<file path="src/rtl/aes_run_controller.sv">
// rtl/aes_run_controller.sv - AES encrypt/decrypt/self-check run sequencer
//
// Runs one encrypt -> decrypt -> round-trip compare pass over the AES core
// triplets. The run is started from IDLE. The mode is chosen from sw with
// priority 128 > 192 > 256, and the plaintext is latched at start. The
// controller waits out the latency of the selected core, captures the
// ciphertext and feeds it to the decrypt cores. It then waits again,
// captures the decrypted text and compares it with the latched plaintext.
//
// Build option: define AES_CTRL_SELFCHECK_EN to include the decrypt phase
// and the compare. Without it, a run ends right after ciphertext capture.
// In that build dec_en stays 0 and pass stays 0.
//
// Ports:
//   clk, rst_n        clock; asynchronous active-low reset
//   sw[2:0]           mode select (bit0=128, bit1=192, bit2=256)
//   start             run request, sampled in IDLE only
//   plaintext[127:0]  state to encrypt, latched at start accept
//   enc_out_*         encrypt core outputs (128/192/256)
//   dec_out_*         decrypt core outputs (128/192/256)
//   cipher_out        captured ciphertext, drives all decrypt core inputs
//   dec_en[2:0]       one-hot decrypt enable for the selected core, or 0
//   result            last captured value (ciphertext, then decrypted text)
//   busy              high from the cycle after start accept until DONE exit
//   done              one-cycle pulse at run end
//   pass              round-trip match, held until the next start accept
//   err               one-cycle pulse when start is seen with sw == 0
module aes_run_controller #(
    parameter int LAT_128 = 11,
    parameter int LAT_192 = 13,
    parameter int LAT_256 = 15,
    parameter int CNT_W   = 5
) (
    input  logic         clk,
    input  logic         rst_n,
    input  logic [2:0]   sw,
    input  logic         start,
    input  logic [127:0] plaintext,
    input  logic [127:0] enc_out_128,
    input  logic [127:0] enc_out_192,
    input  logic [127:0] enc_out_256,
    input  logic [127:0] dec_out_128,
    input  logic [127:0] dec_out_192,
    input  logic [127:0] dec_out_256,
    output logic [127:0] cipher_out,
    output logic [2:0]   dec_en,
    output logic [127:0] result,
    output logic         busy,
    output logic         done,
    output logic         pass,
    output logic         err
);

    typedef enum logic [2:0] {
        S_IDLE,
        S_ENC_WAIT,
        S_DEC_WAIT,
        S_CHECK,
        S_DONE
    } state_t;

    state_t             state;
    logic [1:0]         mode;      // latched: 0=128, 1=192, 2=256
    logic [CNT_W-1:0]   cnt;
    logic [127:0]       pt_q;

    logic [1:0]         sw_mode;
    logic [CNT_W-1:0]   cnt_last;
    logic [127:0]       enc_sel;
    logic [127:0]       dec_sel;

    // Lowest set sw bit wins. The value is only used when sw != 0.
    always_comb begin
        sw_mode = 2'd2;
        if (sw[0]) begin
            sw_mode = 2'd0;
        end else if (sw[1]) begin
            sw_mode = 2'd1;
        end
    end

    // Every latency compare and core mux uses the latched mode. This keeps
    // sw changes during a run from having any effect.
    always_comb begin
        cnt_last = CNT_W'(LAT_128 - 1);
        enc_sel  = enc_out_128;
        dec_sel  = dec_out_128;
        case (mode)
            2'd1: begin
                cnt_last = CNT_W'(LAT_192 - 1);
                enc_sel  = enc_out_192;
                dec_sel  = dec_out_192;
            end
            2'd2: begin
                cnt_last = CNT_W'(LAT_256 - 1);
                enc_sel  = enc_out_256;
                dec_sel  = dec_out_256;
            end
            default: ;
        endcase
    end

    always_ff @(posedge clk or negedge rst_n) begin
        if (!rst_n) begin
            state      <= S_IDLE;
            mode       <= 2'd0;
            cnt        <= '0;
            pt_q       <= '0;
            cipher_out <= '0;
            result     <= '0;
            dec_en     <= 3'b000;
            busy       <= 1'b0;
            done       <= 1'b0;
            pass       <= 1'b0;
            err        <= 1'b0;
        end else begin
            // done and err are pulses; any state that wants them re-asserts them.
            done <= 1'b0;
            err  <= 1'b0;
            case (state)
                S_IDLE: begin
                    if (start) begin
                        if (sw == 3'b000) begin
                            err <= 1'b1;
                        end else begin
                            mode  <= sw_mode;
                            pt_q  <= plaintext;
                            pass  <= 1'b0;
                            cnt   <= '0;
                            busy  <= 1'b1;
                            state <= S_ENC_WAIT;
                        end
                    end
                end

                S_ENC_WAIT: begin
                    if (cnt == cnt_last) begin
                        cipher_out <= enc_sel;
                        result     <= enc_sel;
                        cnt        <= '0;
`ifdef AES_CTRL_SELFCHECK_EN
                        dec_en     <= 3'b001 << mode;
                        state      <= S_DEC_WAIT;
`else
                        done       <= 1'b1;
                        state      <= S_DONE;
`endif
                    end else begin
                        cnt <= cnt + CNT_W'(1);
                    end
                end

                S_DEC_WAIT: begin
                    if (cnt == cnt_last) begin
                        result <= dec_sel;
                        cnt    <= '0;
                        state  <= S_CHECK;
                    end else begin
                        cnt <= cnt + CNT_W'(1);
                    end
                end

                S_CHECK: begin
                    pass   <= (result == pt_q);
                    dec_en <= 3'b000;
                    done   <= 1'b1;
                    state  <= S_DONE;
                end

                S_DONE: begin
                    busy  <= 1'b0;
                    state <= S_IDLE;
                end

                default: state <= S_IDLE;
            endcase
        end
    end

endmodule

</file>
<file path="config.mk">
export PLATFORM = sky130hd
export DESIGN_NAME = aes_run_controller
export DESIGN_NICKNAME = d
export VERILOG_FILES = /design/src/rtl/aes_run_controller.sv
export SDC_FILE = /design/constraint.sdc
export NUM_CORES = 1
export LEC_CHECK = 0
export ABC_CLOCK_PERIOD_IN_PS = 2800
export CELL_PAD_IN_SITES_DETAIL_PLACEMENT = 0
export CELL_PAD_IN_SITES_GLOBAL_PLACEMENT = 1
export CORE_AREA = 2 2 449 451
export CTS_CLUSTER_SIZE = 30
export DETAILED_ROUTE_END_ITERATION = 7
export DIE_AREA = 0 0 451 453
export PLACE_DENSITY = 0.49
export SLEW_MARGIN = 20
export SYNTH_ARGS = -nofsm -noshare
export SYNTH_HDL_FRONTEND = slang
export SYNTH_SLANG_ARGS = --single-unit
</file>
<file path="constraint.sdc">
create_clock -name clk -period 2.8 [get_ports clk]
set_input_delay 0.42 -clock clk [delete_from_list [all_inputs] [get_ports clk]]
set_output_delay 0.42 -clock clk [all_outputs]
set_load 0.05 [all_outputs]
</file>
Yosys cells after proc, flatten, opt, wreduce, memory -nomap -nowiden

Cells that the tools add are included.

Flip-flop bits (word level): 398
Input bits: 902
Output and inout port bits: 263

Add/sub/neg operators: 1
Eq/ne operators: 12
Muxes and demuxes: 28
Bitwise gates (word level): 1
Reduce and logical (&&, ||, !) cells: 14

Operators with widths:

| kind                                                | number |
|---|---|
| one-hot mux 128 bit (2 select lines)                | 3 |
| two-way mux 128 bit                                 | 2 |
| equality test 128 bit                               | 1 |
| two-way mux 5 bit                                   | 3 |
| AND reduction 3 bit                                 | 5 |
| two-way mux 3 bit                                   | 4 |
| one-hot mux 3 bit (4 select lines)                  | 1 |
| one-hot mux 5 bit (2 select lines)                  | 1 |
| two-way mux 1 bit                                   | 8 |
| inequality test 2 bit, second input constant        | 4 |
| nonzero test 2 bit                                  | 4 |
| equality test 3 x 2 -> 1 bit, second input constant | 2 |
| logical NOT 3 bit                                   | 2 |
| one-hot mux 1 bit (2 select lines)                  | 3 |
| one-hot mux 3 bit (2 select lines)                  | 1 |
| adder 5 x 1 -> 5 bit, second input constant         | 1 |
| equality test 5 bit                                 | 1 |
| two-way mux 2 bit                                   | 2 |
| AND reduction 4 bit                                 | 1 |
| equality test 3 x 1 -> 1 bit, second input constant | 1 |
| equality test 3 bit, second input constant          | 1 |
| equality test 2 x 1 -> 1 bit, second input constant | 1 |
| equality test 2 bit, second input constant          | 1 |
| AND reduction 2 bit                                 | 1 |
| other kinds (2)                                     | 2 |

Logic depth before layout (Yosys ltp)

Depth after elaboration: 5
Gate-level depth with buffers: 12
Gate-level depth less buffers: 8

Least setup slack after synthesis

No wires, ideal clock.

Kind: register to register
From: register mode[0]
To: register cipher_out[62]
Arrival: 2.165 ns
Setup slack: 0.511 ns
Stages on the path, launching flop included: 13
Buffers on the path: 5
Period minus slack after synthesis: 2.289 ns
Cell sequence: dfrtp_1 > inv_1 > ha_1 > buf_4 > xor2_1 > nand4_2 > or3_4 > buf_6 > buf_6 > buf_6 > buf_6 > nand2_1 > o21ai_2

Word-level cells in the longest chain between the ends: 4
Elaborated cells between the ends (all ways): 6

Ends and longest elaborated chain:

| element                                                             | line | source |
|---|---|---|
| start, declared                                                     | 63   | `logic [1:0] mode;` |
| start signal, assigned                                              | 126  | `mode <= sw_mode;` |
| equality test 2 bit or equality test 2 x 1 -> 1 bit (tied branches) | 88   | `case (mode)` |
| one-hot mux 3 bit (2 select lines)                                  | 88   |  |
| equality test 5 bit                                                 | 137  | `if (cnt == cnt_last) begin` |
| AND reduction 2 bit (no line)                                       | n/a  |  |
| end signal, assigned                                                | 138  | `cipher_out <= enc_sel;` |
| end, declared                                                       | 45   | `output logic [127:0] cipher_out,` |

Parallel ways exist; a longest one is shown, timed or not.
A chain may end at the register's enable or synchronous reset.

Worst setup path in the final report

From: register mode[0]
To: register cipher_out[70]

The elaborated chain is that of the path after synthesis.

==> impl_metrics.csv <==
group,metric,value,unit
yosys,synthSimpleGateAreaFrac,13.13,%
yosys,ys.flop_type,"dfrtp_1",
route,drt_iter0_markers,1257,
yosys,synth_top_family_by_area,"compound AO/OA/AOI/OAI gates",
yosys,synth_common_cells,"dfrtp_1, nand2_1, o21ai_0",
timing,rsz0062_at_grt,"false",
cells_and_area,multiInputGateArea,10770,µm²
clocking,clkLatencyLatePin,660,ps
cells_and_area,drive_gt1_share,10.82,%
route,routed_wirelength,165900,µm
timing,fin_crit,2683,ps
timing,setup-violations-final,0,
grt,grt_max_degree,135,
worst_setup_path,max_stage_delay,450,ps
route,drc,0,
yosys,synth_edf_count,0,
yosys,synth_compound_area_share,24.22,%
pwr,power.density,1331,nW/µm²
yosys,synth_cells,2511,
clocking,cts_buffer_depth,3,
timing,skew,28.63,ps
timing,fmax,372.7,MHz
worst_setup_path,worst_ep_required_time,3280,ps
pwr,p_leak,15.27,nW
yosys,ys_seq_elements,398,
floorplanning,die_area,204300,µm²
cells_and_area,stdcell_count,6372,
timing,slew_headroom,32.46,%
run_status,status,"finished, final reports clean",
route,vias_per_cell,3.629,
timing,maxSlewViolCount,0,
grt,grt_first_pass_wirelength,215000,µm
yosys,synth-adder-area-share,0.1736,%
floorplanning,dieHeight,453,µm
clocking,cts_made_buffers,56,
worst_setup_path,path_buf_inv,2,
pwr,ir_drop,0.5511,mV
floorplanning,fp.dieW,451,µm
worst_setup_path,reg2reg_slack,120,ps
placement,place_congestion,0.8924,
clocking,cts_root_buf,"clkbuf_16",
worst_setup_path,worst-path-max-fanout,134,
yosys,async_reset_ff_share,100.0,%
floorplanning,io_pins,1165,
yosys,synth-xor-area-share,5.307,%
floorplanning,core,199200,µm²
min_path,holdCritPathClass,"primary input to asynchronous set/reset pin",
clocking,cts_tree,"done",
flow_run,cap_violations,0,
worst_setup_path,path_cells,"inv_1 -> ha_4 -> xor2_1 -> nand4_2 -> or3_4 -> buf_12 -> nand2_1 -> o21ai_0",
floorplanning,start_util,10.85,%
cells_and_area,regArea,9960,µm²
yosys,yosysWarnings,0,
floorplanning,rows,164,
cells_and_area,design_area,39100,µm²
yosys,avgSynthCellArea,8.609,µm²
clocking,post-cts-setup-buffers,0,
grt,grt_usage,15.51,%
grt,grt_pass1_vias,23740,
timing,post-route-period-util,95.83,%
clocking,htreeDepth,2,
route,wire_per_inst,26.04,µm
placement,place.port_buffers,1161,
cells_and_area,filler_cell_count,22240,
clocking,clock-sinks,398,
worst_setup_path,cp.arrival,3160,ps
yosys,synth_mux_area_share,6.667,%
route,dr.pass1.iters,7,
yosys,yosysMostFrequentCell,"dfrtp_1",
yosys,yosysSeqAreaShare,46.07,%
yosys,synth_top_area_cell,"dfrtp_1",
yosys,synth.cell_area,21620,µm²
cells_and_area,fin_nets,4566,
timing,worst_pin_slew,1010,ps
yosys,synth_top_area_share,46.07,%
worst_setup_path,critPathCaptureType,"flip-flop",
grt,grt_overflow_total,0,
cells_and_area,area_growth,80.86,%
route,antenna_left,0,
timing,hold_viol_final,0,
worst_setup_path,cp_slowest_cell,"or3_4",
grt,antenna_found_initial,50,
clocking,clkSlewWorstSetupHoldPaths,60,ps
worst_setup_path,start_kind,"flip-flop",
placement,dp_hpwl,141500,µm
route,vias,23130,
yosys,ys_types,37,
yosys,synth_area_leaders,"dfrtp_1, a22oi_1, o21ai_0",
placement,numPlacedInstances,6258,
worst_setup_path,cpLargestDelayFamily,"simple AND/OR/NAND/NOR gates",
placement,dpl_cell_area,37070,µm²
worst_setup_path,path_class,"flip-flop to flip-flop",
[layer usage]
layer	track usage [%]	wire length [µm]	share of wire (%)	up-vias
met5	0	100	0.060	-
met4	2.968	3118	1.9	16
met3	3.505	9314	5.6	147
met2	28.85	87060	52	705
met1	18.06	66310	40	11090
li1	-	-	-	11170
[layout by cell type, fill, tap and decap left out, types with 27 or more instances in the layout]
cell and n:
nand2_1 394, a21oi_1 261, o21ai_1 39, xor2_1 58, nor2_1 260, xnor2_1 72, clkbuf_16 56, a22oi_1 256
dfrtp_1 398, mux2_2 128, buf_4 144, clkdlybuf4s50_1 1129, buf_12 27, o21ai_0 347
[power by group]
group	total [W]	internal (W)	switching, W
clock network	0.00784	0.00474	0.00311
logic	0.0325	0.0109	0.0216
registers	0.0117	0.00866	0.00308
[area by class of cell]
cell class / instances / area share, %
clock inverters: 20 / 0.8928
diodes: 10 / 0.06400
well taps: 2656 / 8.499
clock buffers: 83 / 4.227
inverters: 7 / 0.06720
repair buffers: 1307 / 33.23
multi-input cells: 1891 / 27.55
flip-flops and latches: 398 / 25.47
[state kept, by name (all words and copies together) (netlist names)]
| register | cells |
|---|---|
| result | 128 |
| state | 3 |
| mode | 2 |
| cnt | 5 |
| err | 1 |
| done | 1 |
| busy | 1 |
| pass | 1 |
| cipher_out | 128 |
| pt_q | 128 |
[per-stage QoR]
step                power, W  worst slack [ps]  hold WS (ps)  util, %  TNS (ps)
global route         0.05584             16.80         323.0    19.62         0
detailed placement   0.04568             237.5         401.7    18.60         0
CTS                  0.05386             34.11         287.3    19.61         0
floorplan            0.02815             511.3         124.4        -         0
finish               0.05206             116.7         337.6    19.62         0
global placement     0.04557            -89.58         411.9    18.60    -89.58
[cell families after synthesis]
logic type | after synthesis
fa+ha+maj | 3
compound gates | 912
flops | 398
xor+xnor | 131
mux | 128
buf+inv | 224
other cells | 1
simple gates | 714
[worst register-to-register path, stage by stage (launching register included)]
cell,delay [ps]
dfrtp_1,410
inv_1,100
ha_4,300
xor2_1,160
nand4_2,260
or3_4,450
buf_12,190
nand2_1,570
o21ai_0,100
[repair_timing]
action                     CTS  global route
setup endpoints to repair    5             0
hold endpoints to repair    35             0
hold buffers                 1             0
gates resized for setup      5             0
[worst paths after layout]
kind,startpoint,end,cells past startpoint
max in group asynchronous,rst_n,result[8]$_DFFE_PN0P_,3
min in group clk,plaintext[85],pt_q[85]$_DFFE_PN0P_,2
worst min register to register,cipher_out[123]$_DFFE_PN0P_,cipher_out[123]$_DFFE_PN0P_,2
worst max register to register,mode[0]$_DFFE_PN0P_,cipher_out[70]$_DFFE_PN0P_,8
worst min-delay path,rst_n,result[66]$_DFFE_PN0P_,2
worst max-delay path,mode[0]$_DFFE_PN0P_,cipher_out[70]$_DFFE_PN0P_,8
(Power assumes the default switching activity.)
